<file path="src/rtl/xor_result_collector.sv">
// -----------------------------------------------------------------------------
// xor_result_collector
//
// Receive side of the AddRoundKey XOR-unit interface. Accepts one 40-bit column
// result per valid/ready beat, strips the pad-lane byte (optionally checking
// that it is zero), reassembles the 128-bit round state column-major and hands
// it on through a one-entry output buffer.
//
// Ports:
//   clk          rising-edge clock
//   rst_n        asynchronous active-low reset
//   clear        synchronous discard of any partially assembled state
//   in_valid     column result present
//   in_ready     column accepted this cycle (combinational from out_ready)
//   in_data      [39:8] rows 0..3 of the column, [7:0] pad-lane result
//   out_valid    out_state holds a complete state
//   out_ready    downstream consumes out_state
//   out_state    assembled state; byte 4c+r (column c, row r) at [127-8k -: 8]
//   out_pad_err  a pad byte of this state was nonzero; qualified by out_valid
//
// Configuration:
//   XOR_PAD_CHECK_EN  when defined, nonzero pad bytes are flagged on
//                     out_pad_err; when undefined, in_data[7:0] is ignored and
//                     out_pad_err is tied to 0.
// -----------------------------------------------------------------------------
`timescale 1ns/1ps

module xor_result_collector (
  input  logic         clk,
  input  logic         rst_n,
  input  logic         clear,
  input  logic         in_valid,
  output logic         in_ready,
  input  logic [39:0]  in_data,
  output logic         out_valid,
  input  logic         out_ready,
  output logic [127:0] out_state,
  output logic         out_pad_err
);

  logic [1:0]  col_cnt;
  logic [95:0] asm_q;
  logic        accept;
  logic        take;   // accepted and not cancelled by clear
  logic        load;   // completing beat: move the state into the output buffer

  // Only the completing beat needs a free output slot; columns 0..2 land in
  // asm_q and can be accepted while the output is stalled.
  assign in_ready = (col_cnt != 2'd3) || !out_valid || out_ready;
  assign accept   = in_valid && in_ready;
  assign take     = accept && !clear;
  assign load     = take && (col_cnt == 2'd3);

  // Column counter.
  // NOTE: sequential state is written with non-blocking assignments so every
  // register samples the pre-edge values of the others, independent of the
  // order in which the simulator evaluates the processes.
  always_ff @(posedge clk or negedge rst_n) begin
    if (!rst_n) begin
      col_cnt <= 2'd0;
    end else if (clear) begin
      col_cnt <= 2'd0;
    end else if (accept) begin
      col_cnt <= col_cnt + 2'd1;   // wraps from 3 to 0 on the completing beat
    end
  end

  // Assembly register for columns 0..2; column 0 occupies the top word.
  // NOTE: asm_q has no reset on purpose: it is only ever read together with
  // a col_cnt that proves it was freshly written, so resetting it buys nothing.
  always_ff @(posedge clk) begin
    if (take) begin
      case (col_cnt)
        2'd0:    asm_q[95:64] <= in_data[39:8];
        2'd1:    asm_q[63:32] <= in_data[39:8];
        2'd2:    asm_q[31:0]  <= in_data[39:8];
        default: asm_q        <= asm_q;
      endcase
    end
  end

  // One-entry output buffer. A reload in the same cycle as a drain keeps
  // out_valid high and replaces the state.
  always_ff @(posedge clk or negedge rst_n) begin
    if (!rst_n) begin
      out_valid <= 1'b0;
      out_state <= '0;
    end else if (load) begin
      out_valid <= 1'b1;
      out_state <= {asm_q, in_data[39:8]};
    end else if (out_valid && out_ready) begin
      out_valid <= 1'b0;
    end
  end

`ifdef XOR_PAD_CHECK_EN
  logic pad_bad;
  logic err_acc;
  logic pad_err_q;

  assign pad_bad = |in_data[7:0];

  // Sticky over the beats of one state; restarts with each new state.
  always_ff @(posedge clk or negedge rst_n) begin
    if (!rst_n) begin
      err_acc <= 1'b0;
    end else if (clear || load) begin
      err_acc <= 1'b0;
    end else if (accept && pad_bad) begin
      err_acc <= 1'b1;
    end
  end

  // Loaded with the state so it stays stable for as long as out_state does.
  always_ff @(posedge clk or negedge rst_n) begin
    if (!rst_n) begin
      pad_err_q <= 1'b0;
    end else if (load) begin
      pad_err_q <= err_acc | pad_bad;
    end
  end

  assign out_pad_err = pad_err_q;
`else
  // Pad lane is deliberately ignored in this build.
  logic pad_unused;
  assign pad_unused  = ^in_data[7:0];
  assign out_pad_err = 1'b0;
`endif

endmodule

</file>
<file path="config.mk">
export PLATFORM = sky130hd
export DESIGN_NAME = xor_result_collector
export DESIGN_NICKNAME = d
export VERILOG_FILES = /design/src/rtl/xor_result_collector.sv
export SDC_FILE = /design/constraint.sdc
export NUM_CORES = 1
export LEC_CHECK = 0
export BUFFER_PORTS_ARGS = -buffer_cell sky130_fd_sc_hd__buf_4
export CAP_MARGIN = 10
export CORE_ASPECT_RATIO = 1.2
export CORE_UTILIZATION = 38
export DETAILED_ROUTE_END_ITERATION = 10
export PLACE_DENSITY = 0.63
export SETUP_SLACK_MARGIN = 0.4
export SYNTH_ARGS = -nofsm -noshare
export SYNTH_HDL_FRONTEND = slang
export SYNTH_SLANG_ARGS = --single-unit
</file>
<file path="constraint.sdc">
create_clock -name clk -period 6.9 [get_ports clk]
set_clock_uncertainty 0.05 [all_clocks]
set_input_delay 0.345 -clock clk [delete_from_list [all_inputs] [get_ports clk]]
set_output_delay 0.345 -clock clk [all_outputs]
set_load 0.01 [all_outputs]
</file>
==> qor.txt <==
clock tree from TritonCTS: done
total of buffers placed on input and output ports: 166
worst min-delay path endpoint: col_cnt[0]
Die Span X: 134 µm
startpoint of the lowest-slack register-to-register path: col_cnt[0]
total track usage: 14.5%
switching share of power: 23.1%
class of the tightest hold or removal check: in2reg
I/O pin total: 176
Row Count: 57
initial drt markers: 144
fraction of the yosys area taken by sequential cells: 77.5%
crit path setup slack, layout: 4.04 ns
clock-pin slew reported for the worst setup and hold paths after clock tree synthesis: 0.06 ns
leading cell type in the layout, fill and taps excluded: buf_4
total via count in the routed design: 4,123
R2R Path End: out_state[52]
number of detailed-routing iterations run before antenna repair: 4
highest-count cells in the layout ignoring fill and taps: buf_4, dfrtp_1, mux2_2
fmax: 0.349 GHz
total power density per cell area: 322 mW/mm²
unrepaired setup endpoints after global routing: false
synthesized area: 0.00795 mm²
maxcap violations: 0
number of remaining DRC errors: 0
synthesized instance count: 392
critical hold path startpoint: in_valid
placed wire-length estimate after detailed placement: 9410 µm
Nets: 653
depth of the worst hold-timing path: 3
Critical Setup Path Class: reg2reg
total grt overflow: 0
ratio of cells with drive above 1 in the final layout: 54.6%
antenna violations before repair: 0
actual slew at the worst max-slew pin: 1.06 ns
Worst Reg-to-Reg Cells: 4
logic gate share of total power: 13.9%
worst ir drop on vdd: 0.237 mV
worst hold slack: 0.0916 ns
final critical-path required period: 2.86 ns
count of inserted antenna diode cells: 0
CTS Root Cell: clkbuf_16
number of unique standard cell types used by synthesis: 22
internal cell power: 0.00260 W
reg-to-reg setup timing slack: 4.04 ns
number of buffers on the longest clock path: 3
number of synthesized register bits: 227
Fill cells: 1,717
number of routed nets with antenna violations: 0
type of element capturing the critical path: flop
final weighted congestion in routability-driven placement: 0.736
effective utilization at floorplan: 39.0%
core box area: 0.0204 mm²
Hold Fails Final Rpt: 0
number of global-route vias before repair: 4,487
Tcrit/Tclk final: 41.5%
Net Sw Power: 0.000780 W
status: finished clean
global-route wire length before repair: 24,500 µm
Via density: 4.65
PnR Total Power: 0.00338 W
static power due to leakage: 4.85 nW
YS warnings: 0
largest net degree at the start of global routing: 83
routed wire length: 15,300 µm
nets in the synthesized netlist: 441
Post-Syn Area per Cell: 20.3 µm²
count of final setup violators: 0
final standard cell utilization of the core: 51.6%
portion of total power attributed to sequential cells: 48.2%
wire length per cell: 17.2 µm
Total Negative Setup Slacks: 0 ns
critical path required time: 7.23 ns
chip height: 160 µm
clock sink count: 227
area of the die: 0.0215 mm²
Area Overhead vs Synth: 32.3%
Max FO, Critical Path: 82
number of clock buffers inserted by TritonCTS: 23
data arrival time of the critical path: 3.20 ns
max-slew headroom at the worst pin: 29.6%
H-tree lvl count: 1
type of element launching the critical path: flop
part of the power in the clock network: 37.9%
Clk Latency, worst-skew pair: 0.51 ns
Place WS: 3.99 ns
Max Transition Viols Final: 0
flip-flops by register name (all words and copies together) (netlist names):
| signal | flops |
|---|---|
| asm_q | 96 |
| col_cnt | 2 |
| out_valid | 1 |
| out_state | 128 |
worst max-delay path by stage:
stage / to / from / cells after the start / slack (ns)
6_report: out_state[52] / col_cnt[0] / 4 / 4.04
5_1_grt: out_state[59] / col_cnt[0] / 4 / 3.81
4_1_cts: out_state[36] / col_cnt[0] / 4 / 3.96
3_5_place_dp: out_state[108] / col_cnt[0] / 4 / 3.99
3_3_place_gp: out_state[9] / col_cnt[0] / 4 / 4.08
2_1_floorplan: asm_q[0] / col_cnt[0] / 4 / 4.61
cell type report:
| class | instances | area, µm² | share of cell area [%] |
|---|---|---|---|
| clock buffers | 29 | 638 | 6.07 |
| clock inverters | 13 | 159 | 1.51 |
| inverters | 2 | 7.51 | 0.0714 |
| multi-input cells | 148 | 1610 | 15.3 |
| flip-flops and latches | 227 | 6160 | 58.6 |
| well taps | 265 | 332 | 3.15 |
| repair buffers | 202 | 1610 | 15.3 |
kinds of logic (layout without fill, tap and decap cells):
logic type,after synthesis,count (layout),synth area share [%]
other,1,1,0.0472
AND/OR/NAND/NOR,13,13,1.28
AO/OA/AOI/OAI,2,2,0.157
buffers and inverters,17,246,2.22
flip-flops,227,227,77.5
multiplexers,128,128,18.1
adder cells (fa/ha/maj),4,4,0.630
routing by layer:
metal  wire [µm]  vias to the layer above  part of all wire, %  GRT usage (%)
met5           0                        -                    0              0
met4         327                        0                  2.1           4.70
met3         734                       25                  4.8           2.68
met2        8020                      118                   52           25.8
met1        6190                     2124                   41           17.7
li1            -                     1856                    -              -
power groups by stage:
stage	Clock (W)	Combinational (W)	Sequential, W
6_report	0.00128	0.000470	0.00163
5_1_grt	0.00137	0.000506	0.00165
4_1_cts	0.00132	0.000482	0.00163
3_5_place_dp	0	0.000465	0.00166
3_3_place_gp	0	0.000455	0.00165
2_1_floorplan	0	0.000124	0.00171
Yosys cell counts:
library cell    n  share of area, %
nand3_1         1             0.063
o31ai_1         1             0.095
o21ai_0         1             0.063
buf_4           1             0.095
nand2_1         1             0.047
edfxtp_1       96                36
inv_1           2             0.095
and2_1          4              0.31
conb_1          1             0.047
nand4b_4        1              0.30
nand2b_2        1              0.11
ha_1            4              0.63
nor2_1          1             0.047
clkbuf_8        4              0.69
nand2b_1        1             0.079
and3b_1         1              0.11
mux2_2        128                18
nand4b_1        1              0.11
nand3b_1        1             0.095
dfrtp_1       131                41
buf_6           9               1.3
buf_2           1             0.063
repair_timing:
| item | in CTS | in global routing |
|---|---|---|
| setup buffers | 0 | 0 |
| hold endpoints to repair | 149 | 0 |
| hold buffers | 34 | 0 |
| resized for setup | 0 | 0 |
| setup endpoints to repair | 0 | 0 |
critical path, cell delays in order (launching register included):
cell and delay (ns):
dfrtp_1 0.43, ha_1 0.27, nand4b_4 0.58, buf_4 0.90, mux2_2 0.42
per-stage QoR:
| stage | cell area (µm²) | instances |
|---|---|---|
| after global routing | 10500 | 886 |
| after detailed placement | 9380 | 810 |
| after CTS | 10500 | 886 |
| final | 10500 | 886 |
| after floorplan | 7950 | 392 |
| after global placement | 9380 | 810 |
No activity file was read; power rests on OpenSTA's default activity.
